**src/rtl/efuse_pkg.sv**
```systemverilog
// Shared definitions for the efuse program/verify controller.
package efuse_pkg;

  typedef enum logic [1:0] {
    IDLE,
    READ,
    PGM,
    VFY
  } state_t;

  localparam int M_DEF     = 32;
  localparam int WORDS_DEF = 4;
  localparam int T_PGM_DEF = 20;
  localparam int T_RD_DEF  = 5;

endpackage

```
**src/rtl/efuse_bit_seq.sv**
```systemverilog
// Bit index and per-bit slot timer shared by the READ, PGM and VFY phases.
module efuse_bit_seq #(
  parameter  int M     = 32,
  parameter  int T_PGM = 20,
  parameter  int T_RD  = 5,
  localparam int IW    = $clog2(M)
) (
  input  logic          clk,
  input  logic          rst,
  input  logic          run,
  input  logic          pgm,
  input  logic          cur_bit,
  output logic [IW-1:0] idx,
  output logic [M-1:0]  we,
  output logic          strobe,
  output logic          capture,
  output logic          word_end
);

  localparam int SLOT_MAX = (T_PGM + 2 > T_RD) ? T_PGM + 2 : T_RD;
  localparam int CW       = $clog2(SLOT_MAX);

  logic [CW-1:0] cnt;
  logic [CW-1:0] last;
  logic          slot_end;
  logic          bit_on;

  always_comb begin
    last     = pgm ? (cur_bit ? CW'(T_PGM + 1) : '0) : CW'(T_RD - 1);
    slot_end = run && (cnt == last);
    word_end = slot_end && (idx == IW'(M - 1));
    bit_on   = 1'b0;
    strobe   = 1'b0;
    capture  = 1'b0;
    if (run) begin
      if (pgm) begin
        // a zero bit occupies a single quiet cycle; a one bit selects, strobes, then rests
        bit_on = cur_bit && (cnt <= CW'(T_PGM));
        strobe = cur_bit && (cnt != '0) && (cnt <= CW'(T_PGM));
      end else begin
        bit_on  = cnt <= CW'(T_RD - 2);
        strobe  = (cnt == CW'(1)) || (cnt == CW'(2));
        capture = cnt == CW'(2);
      end
    end
    we = '0;
    if (bit_on) we[idx] = 1'b1;
  end

  always_ff @(posedge clk or posedge rst) begin
    if (rst) begin
      cnt <= '0;
      idx <= '0;
    end else if (!run) begin
      cnt <= '0;
      idx <= '0;
    end else if (slot_end) begin
      cnt <= '0;
      idx <= word_end ? '0 : idx + 1'b1;
    end else begin
      cnt <= cnt + 1'b1;
    end
  end

endmodule

```
**src/rtl/efuse_pgm_verify_ctrl.sv**
```systemverilog
// Efuse word controller: read, program, and optional program-then-verify.
module efuse_pgm_verify_ctrl
  import efuse_pkg::*;
#(
  parameter  int M     = M_DEF,
  parameter  int WORDS = WORDS_DEF,
  parameter  int T_PGM = T_PGM_DEF,
  parameter  int T_RD  = T_RD_DEF,
  localparam int AW    = (WORDS > 1) ? $clog2(WORDS) : 1
) (
  input  logic             clk_div2,
  input  logic             rst,
  input  logic             rd,
  input  logic             wr,
  input  logic             vfy_en,
  input  logic [AW-1:0]    addr,
  input  logic [M-1:0]     data_in,
  input  logic             ack,
  input  logic             q,
  output logic             pgenb,
  output logic             nr,
  output logic             strobe,
  output logic [M-1:0]     we,
  output logic [WORDS-1:0] sel,
  output logic [M-1:0]     data_out,
  output logic             busy,
  output logic             rd_done,
  output logic             wr_done,
  output logic             vfy_err
);

  localparam int IW = $clog2(M);

  state_t          state;
  logic [M-1:0]    data_lat;
  logic [M-1:0]    rbuf;
  logic            vfy_lat;
  logic [IW-1:0]   idx;
  logic            capture;
  logic            word_end;

  efuse_bit_seq #(
    .M    (M),
    .T_PGM(T_PGM),
    .T_RD (T_RD)
  ) u_seq (
    .clk     (clk_div2),
    .rst     (rst),
    .run     (state != IDLE),
    .pgm     (state == PGM),
    .cur_bit (data_lat[idx]),
    .idx     (idx),
    .we      (we),
    .strobe  (strobe),
    .capture (capture),
    .word_end(word_end)
  );

  // Later assignments in this block override the ack clear, so a flag set wins.
  always_ff @(posedge clk_div2 or posedge rst) begin
    if (rst) begin
      state    <= IDLE;
      data_lat <= '0;
      rbuf     <= '0;
      vfy_lat  <= 1'b0;
      data_out <= '0;
      sel      <= '0;
      pgenb    <= 1'b1;
      nr       <= 1'b0;
      busy     <= 1'b0;
      rd_done  <= 1'b0;
      wr_done  <= 1'b0;
      vfy_err  <= 1'b0;
    end else begin
      if (ack) begin
        rd_done <= 1'b0;
        wr_done <= 1'b0;
        vfy_err <= 1'b0;
      end
      unique case (state)
        IDLE: begin
          if (rd || wr) begin
            rd_done  <= 1'b0;
            wr_done  <= 1'b0;
            vfy_err  <= 1'b0;
            data_lat <= data_in;
            vfy_lat  <= vfy_en && !rd;
            rbuf     <= '0;
            if (32'(addr) >= 32'(WORDS)) begin
              rd_done <= rd;
              wr_done <= !rd;
              vfy_err <= 1'b1;
            end else begin
              state <= rd ? READ : PGM;
              pgenb <= rd;
              nr    <= rd;
              busy  <= 1'b1;
              sel   <= WORDS'(1) << addr;
            end
          end
        end
        PGM: begin
          if (word_end) begin
            if (vfy_lat) begin
              state <= VFY;
              pgenb <= 1'b1;
              nr    <= 1'b1;
            end else begin
              state   <= IDLE;
              pgenb   <= 1'b1;
              nr      <= 1'b0;
              busy    <= 1'b0;
              sel     <= '0;
              wr_done <= 1'b1;
            end
          end
        end
        READ, VFY: begin
          if (capture) rbuf[idx] <= q;
          if (word_end) begin
            data_out <= rbuf;
            state    <= IDLE;
            nr       <= 1'b0;
            busy     <= 1'b0;
            sel      <= '0;
            if (state == READ) begin
              rd_done <= 1'b1;
            end else begin
              wr_done <= 1'b1;
              vfy_err <= |(data_lat & ~rbuf);
            end
          end
        end
        default: state <= IDLE;
      endcase
    end
  end

endmodule

```
**config.mk**
```make
export PLATFORM = sky130hd
export DESIGN_NAME = efuse_pgm_verify_ctrl
export DESIGN_NICKNAME = d
export VERILOG_FILES = /design/src/rtl/efuse_pkg.sv /design/src/rtl/efuse_bit_seq.sv /design/src/rtl/efuse_pgm_verify_ctrl.sv
export SDC_FILE = /design/constraint.sdc
export NUM_CORES = 1
export LEC_CHECK = 0
export CAP_MARGIN = 40
export CORE_MARGIN = 10
export CORE_UTILIZATION = 45
export DETAILED_ROUTE_END_ITERATION = 8
export PLACE_DENSITY = 0.73
export SLEW_MARGIN = 0
export SYNTH_ARGS = -nofsm -noshare
export SYNTH_HDL_FRONTEND = slang
export SYNTH_SLANG_ARGS = --single-unit
export TNS_END_PERCENT = 5
```
**constraint.sdc**
```tcl
create_clock -name clk_div2 -period 4.1 [get_ports clk_div2]
set_clock_uncertainty 0.2 [all_clocks]
set_input_delay 0.82 -clock clk_div2 [delete_from_list [all_inputs] [get_ports clk_div2]]
set_output_delay 0.82 -clock clk_div2 [all_outputs]
set_load 0.02 [all_outputs]
```
# --- After elaboration in Yosys (flattened, before gate mapping) ---
# Index checks and enable logic that the tools add are counted.
totals:
  ff_bits: 119
  output_inout_bits: 75
op_classes:
  n_addsub: 2
  magnitude_cmp: 4
  eq_ne: 13
  n_shift: 1
  muxes: 61
  n_bitwise: 2
  n_reduce_logical: 23
ops:
  columns: ["operator", "n"]
  rows:
  - ["$mux W32", 3]
  - ["$pmux W32 S2", 1]
  - ["$mux W5", 7]
  - ["$and A32 B32 Y32", 1]
  - ["$bwmux W32", 1]
  - ["$not A32 Y32", 1]
  - ["$reduce_or A32 Y1", 1]
  - ["$mux W1", 30]
  - ["$mux W4", 4]
  - ["$pmux W4 S3", 1]
  - ["$add A5 B1 Y5 const B", 2]
  - ["$mux W2", 5]
  - ["$ne A2 B2 Y1 const B", 5]
  - ["$pmux W1 S3", 3]
  - ["$reduce_and A3 Y1", 3]
  - ["$logic_and A1 B1 Y1", 7]
  - ["$lt A5 B6 Y1 const B", 1]
  - ["$pmux W1 S2", 3]
  - ["$pmux W2 S3", 1]
  - ["$reduce_bool A2 Y1", 3]
  - ["$bmux W1 S5", 1]
  - ["$demux W1 S5", 1]
  - ["$eq A5 B1 Y1 const B", 1]
  - ["$eq A5 B2 Y1 const B", 1]
  - ["16 further kinds", 19]

# --- Longest topological paths before layout ---
logic_depth:
  depth_word: 10
  depth_mapped: 9

# --- Cells and area by module ---
# Synthesis repeated with hierarchy kept, for this count alone.
unflattened:
  cells_unflattened: 597
  area_unflattened_um2: 6138.4
modules_own_cells:
  columns: ["mod", "instances", "cells_each", "area_each_um2"]
  rows:
  - ["efuse_pgm_verify_ctrl", 1, 476, 5014.8]
  - ["efuse_bit_seq", 1, 121, 1123.6]

# --- Worst setup path before layout ---
# No wires, ideal clock.
synth_timing:
  path_type: "flip-flop to output port"
  startpoint: "reg u_seq.idx[0]"
  endpoint: "out we[15]"
  t_arrival_ns: 2.233
  path_slack_ns: 0.847
  stages_incl_launch_ff: 10
  n_path_buf: 3
  cell_sequence: "dfrtp_1 -> buf_6 -> buf_6 -> mux4_2 -> nand2_1 -> and4_1 -> a221o_1 -> nand2_1 -> clkbuf_1 -> and4_1"
synth_via:
  elab_chain_len: 6
synth_lines:
  columns: ["item", "line_no", "source"]
  rows:
  - ["from (decl)", "efuse_bit_seq.sv:13", "output logic [IW-1:0] idx,"]
  - ["from (signal assigned)", "efuse_bit_seq.sv:59", "idx <= word_end ? '0 : idx + 1'b1;"]
  - ["$bmux W1 S5", "efuse_pgm_verify_ctrl.sv:51", ".cur_bit (data_lat[idx]),"]
  - ["$mux W1 (not written as such)", "efuse_pgm_verify_ctrl.sv:51", null]
  - ["$logic_and A1 B1 Y1", "efuse_bit_seq.sv:38", "bit_on = cur_bit && (cnt <= CW'(T_PGM));"]
  - ["$mux W1", "efuse_bit_seq.sv:36", "if (pgm) begin"]
  - ["$mux W1", "efuse_bit_seq.sv:35", "if (run) begin"]
  - ["$mux W32 (*)", "efuse_bit_seq.sv:47", "if (bit_on) we[idx] = 1'b1;"]
  - ["to (decl)", "efuse_pgm_verify_ctrl.sv:23", "output logic [M-1:0] we,"]
# Mark *: on every way between the ends. The rest lies on a longest branch, timed or not. The select of a mux whose other input is x is not followed.

# --- Worst setup path in the final report ---
layout_timing:
  startpoint: "reg u_seq.idx[0]"
  endpoint: "out we[7]"
# Same word-level chain as after synthesis.

==> impl_summary.txt <==
----------------------------------------------------
[Run status]
  Result of the run ... complete, no violations

[Global route]
  Largest net degree at the start of global routing ... 57
  Via count of the first global-routing pass ... around 5200
  Antenna violations before repair ... 0
  Global-route wire length before repair ... just under 30000 µm
  Total congestion overflow ... 0
  Global-route usage over all layers ... 19.8%

[Die]
  Die Footprint ... 18900 µm²
  Overall die width ... ~140 µm
  Area of the core ... ~13000 µm²
  Initial Utilization ... a little under half
  Row cnt ... 42
  Die extent in y ... 138 µm
  I/O pins ... 116

[Finish]
  Diode insertion count for antenna repair ... 0
  Area Overhead vs Synth ... 31.6%
  Filler cell count in the final layout ... about 1100
  Share of post-route cells with drive strength above 1 ... between 15 and 20%
  Cell area after layout ... ~8200 µm²
  NumNets Final ... roughly 780
  Area of all sequential standard cells ... roughly 3000 µm²
  Area occupied by multi-input gates ... 2960 µm²

[Clock tree]
  Clock-pin slew on the worst setup and hold paths ... around 0.06 ns
  Quantity of hold-fixing buffers added after cts ... 0
  Maximum buffer depth of the clock tree ... 2
  Number of levels in the clock H-tree ... 4
  CTS sink cnt ... around 120
  Buffer cell driving the clock tree root ... sky130_fd_sc_hd__clkbuf_16
  Number of CTS-inserted buffers ... 17
  Clock tree from TritonCTS ... done
  Worst skew pair latency ... approximately 0.42 ns

[Detailed routing]
  Vias ... 5137
  Drt pass-1 iters ... 7
  Residual DRC count ... 0
  Average wire length per cell after detail routing ... about 20 µm
  Initial detailed-routing violation count ... ~350
  Detail Route Antenna Nets ... 0
  Ratio of routed vias to standard cells ... ~5.6
  Sum of routed wire length over all layers ... between 15000 and 20000 µm

[Critical path]
  Worst Path Required ... just over 3 ns
  Startpoint kind of the worst setup timing path ... flop
  Nature of the critical path endpoint ... output port
  Worst path arrival time ... 2.92 ns
  Worst Path Class, Setup ... reg2out
  Biggest fanout along the worst timing path ... 29
  Depth of the worst register-to-register path ... 8

[Synthesis]
  Synth unique cells ... 62
  Top post-synthesis cells by count ... sky130_fd_sc_hd__dfrtp_1, sky130_fd_sc_hd__nand2_1, sky130_fd_sc_hd__nor2_1
  Largest area contributor in the netlist ... sky130_fd_sc_hd__dfrtp_1
  Post-synthesis async set-or-reset flop share ... 100%
  Top cells by area in the synthesized netlist ... sky130_fd_sc_hd__dfrtp_1, sky130_fd_sc_hd__nand2_1, sky130_fd_sc_hd__mux2_4
  Cell Area, Synth ... slightly above 6000 µm²
  Flop and latch count out of synthesis ... 118
  Library cell with the highest instance count after synthesis ... sky130_fd_sc_hd__dfrtp_1
  Yosys synthesis warning count ... 0
  Number of synthesized flops with an enable pin ... 0
  Proportion of netlist area held by the largest area contributor ... 47.0%
  Sequential cell area fraction in the yosys report ... roughly 47%
  Avg Inst Size Synth ... just over 10 µm²
  Mapped Nets ... about 670
  Cell count after synthesis ... around 620
  Flip-flop cell with the highest count after synthesis ... sky130_fd_sc_hd__dfrtp_1

[Place]
  Detailed placer's ending HPWL ... 13700 µm
  Area after detailed placement ... around 7600 µm²
  Worst slack, placed ... about 0.15 ns
  Final estimated routing congestion in global placement ... just over 0.9
  PortBufs ... ~120

[STA]
  Number of pins exceeding their max-slew limit in the final report ... 0
  Setup total negative slack ... 0 ns
  Final-report hold violation count ... 0
  Final critical path time including I/O delays and setup ... between 3 and 4 ns
  Final Setup Violations ... 0
  Max Fclk ... ~0.25 GHz
  Tcrit/Tclk final ... 96.0%
  Worst-margin pin slew ... between 0.8 and 0.9 ns
  RSZ-0062 raised after global routing ... true
  Final worst setup slack ... 0.163 ns
  Max-Slew Margin vs Limit ... between 40% and 50%

[Job]
  Max capacitance violation total ... 0

[Pwr]
  Power per standard cell area ... about 350 nW/µm²
  Leak Pwr ... just over 4 nW
  Worst IR Drop VDD ... 0.315 mV
  Overall Power ... between 2 and 3 mW

[Hold path]
  Worst min-delay path category ... reg2reg
  Worst Hold Path Cells ... 1

----------------------------------------------------
## critical path, stage by stage, from the launching register on
cell and delay (ns):
sky130_fd_sc_hd__dfrtp_1 0.39, sky130_fd_sc_hd__buf_6 0.15, sky130_fd_sc_hd__mux4_2 0.34, sky130_fd_sc_hd__mux2i_1 0.09
sky130_fd_sc_hd__o22a_2 0.26, sky130_fd_sc_hd__a221o_1 0.38, sky130_fd_sc_hd__nand2_1 0.13, sky130_fd_sc_hd__buf_6 0.20
sky130_fd_sc_hd__and4_1 0.21, sky130_fd_sc_hd__dlygate4sd2_1 0.34
## what timing repair did
action / CTS / global route
setup endpoints to repair: 31 / 31
resized for setup: 30 / 6
buffers inserted: 1 / 0
pin swaps: 1 / 0
## layout make-up
cell class	count	area share, %
clock buffer	23	5.83
clock inverter	9	1.51
inverter	25	1.19
multi-input combinational	429	36.1
sequential	118	36.1
tap	176	2.69
timing repair buffer	143	16.6
## registers in the layout (all words and copies together) (netlist names)
name / cells
rd_done: 1
pgenb: 1
vfy_lat: 1
data_out: 32
busy: 1
state: 2
wr_done: 1
vfy_err: 1
data_lat: 32
sel: 4
rbuf: 32
u_seq.cnt: 5
u_seq.idx: 5
## stage by stage
stage | util [%] | hold WS, ns | cells
6_report | 61.2 | 0.304 | 923
5_1_grt | 61.2 | 0.319 | 923
4_1_cts | 61.1 | 0.308 | 923
3_5_place_dp | 56.8 | 0.295 | 890
3_3_place_gp | 56.7 | 0.288 | 889
2_1_floorplan | - | 0.263 | 615
## layout by cell type (no fill, tap or decap), types with 4 or more instances in the layout
| cell | count |
|---|---|
| sky130_fd_sc_hd__nand2_1 | 114 |
| sky130_fd_sc_hd__dfrtp_1 | 114 |
| sky130_fd_sc_hd__clkdlybuf4s50_1 | 84 |
| sky130_fd_sc_hd__nor2_1 | 47 |
| sky130_fd_sc_hd__mux2i_1 | 36 |
| sky130_fd_sc_hd__and3_1 | 32 |
| sky130_fd_sc_hd__dlygate4sd2_1 | 29 |
| sky130_fd_sc_hd__mux2_4 | 28 |
| sky130_fd_sc_hd__inv_1 | 24 |
| sky130_fd_sc_hd__buf_4 | 24 |
| sky130_fd_sc_hd__o21ai_0 | 23 |
| sky130_fd_sc_hd__nand2b_1 | 17 |
| sky130_fd_sc_hd__clkbuf_16 | 17 |
| sky130_fd_sc_hd__nand3_1 | 11 |
| sky130_fd_sc_hd__ha_1 | 9 |
| sky130_fd_sc_hd__mux2_2 | 8 |
| sky130_fd_sc_hd__a21oi_1 | 8 |
| sky130_fd_sc_hd__nor2b_1 | 6 |
| sky130_fd_sc_hd__mux4_2 | 6 |
| sky130_fd_sc_hd__nor3_1 | 6 |
| sky130_fd_sc_hd__nor4_1 | 5 |
| sky130_fd_sc_hd__o22ai_1 | 5 |
| sky130_fd_sc_hd__o2111ai_1 | 5 |
| sky130_fd_sc_hd__clkinv_2 | 5 |
| sky130_fd_sc_hd__nand3b_1 | 4 |
| sky130_fd_sc_hd__and4_1 | 4 |
| sky130_fd_sc_hd__a31oi_1 | 4 |
## logic make-up after synthesis
kind of cell / share of synthesized area, %
AOI/OAI and AO/OA: 8.06
xor gates and xnor gates: 0.422
adders and majority gates: 1.81
buffers and inverters: 5.14
DFF: 47.4
muxes: 16.2
and+or+nand+nor: 21.0
## power breakdown
part	switching, mW	internal [mW]	leakage (nW)
Combinational	0.0715	0.0703	2.32
Clock	0.527	0.999	0.301
Sequential	0.0246	1.20	1.53
Total	0.623	2.26	4.14
## final timing paths
kind | to | startpoint | slack (ns)
max | we[7] | u_seq.idx[0]$_DFFE_PP0P_ | 0.16
max reg2reg | data_out[29]$_DFFE_PP0P_ | u_seq.idx[1]$_DFFE_PP0P_ | 0.92
min in group asynchronous | data_out[13]$_DFFE_PP0P_ | rst | 0.71
min reg2reg | rd_done$_DFF_PP0_ | rd_done$_DFF_PP0_ | 0.30
min | rd_done$_DFF_PP0_ | rd_done$_DFF_PP0_ | 0.30
max in group asynchronous | pgenb$_DFFE_PP1P_ | rst | 2.19
## metal layers
metal	part of all wire, %	track usage (%)	vias up
met4	1.4	6.91	0
li1	-	-	2369
met1	44	25.5	2579
met5	0	0	-
met2	47	31.8	173
met3	7.0	5.03	16
Note: power is estimated with default switching activity, not from simulation.
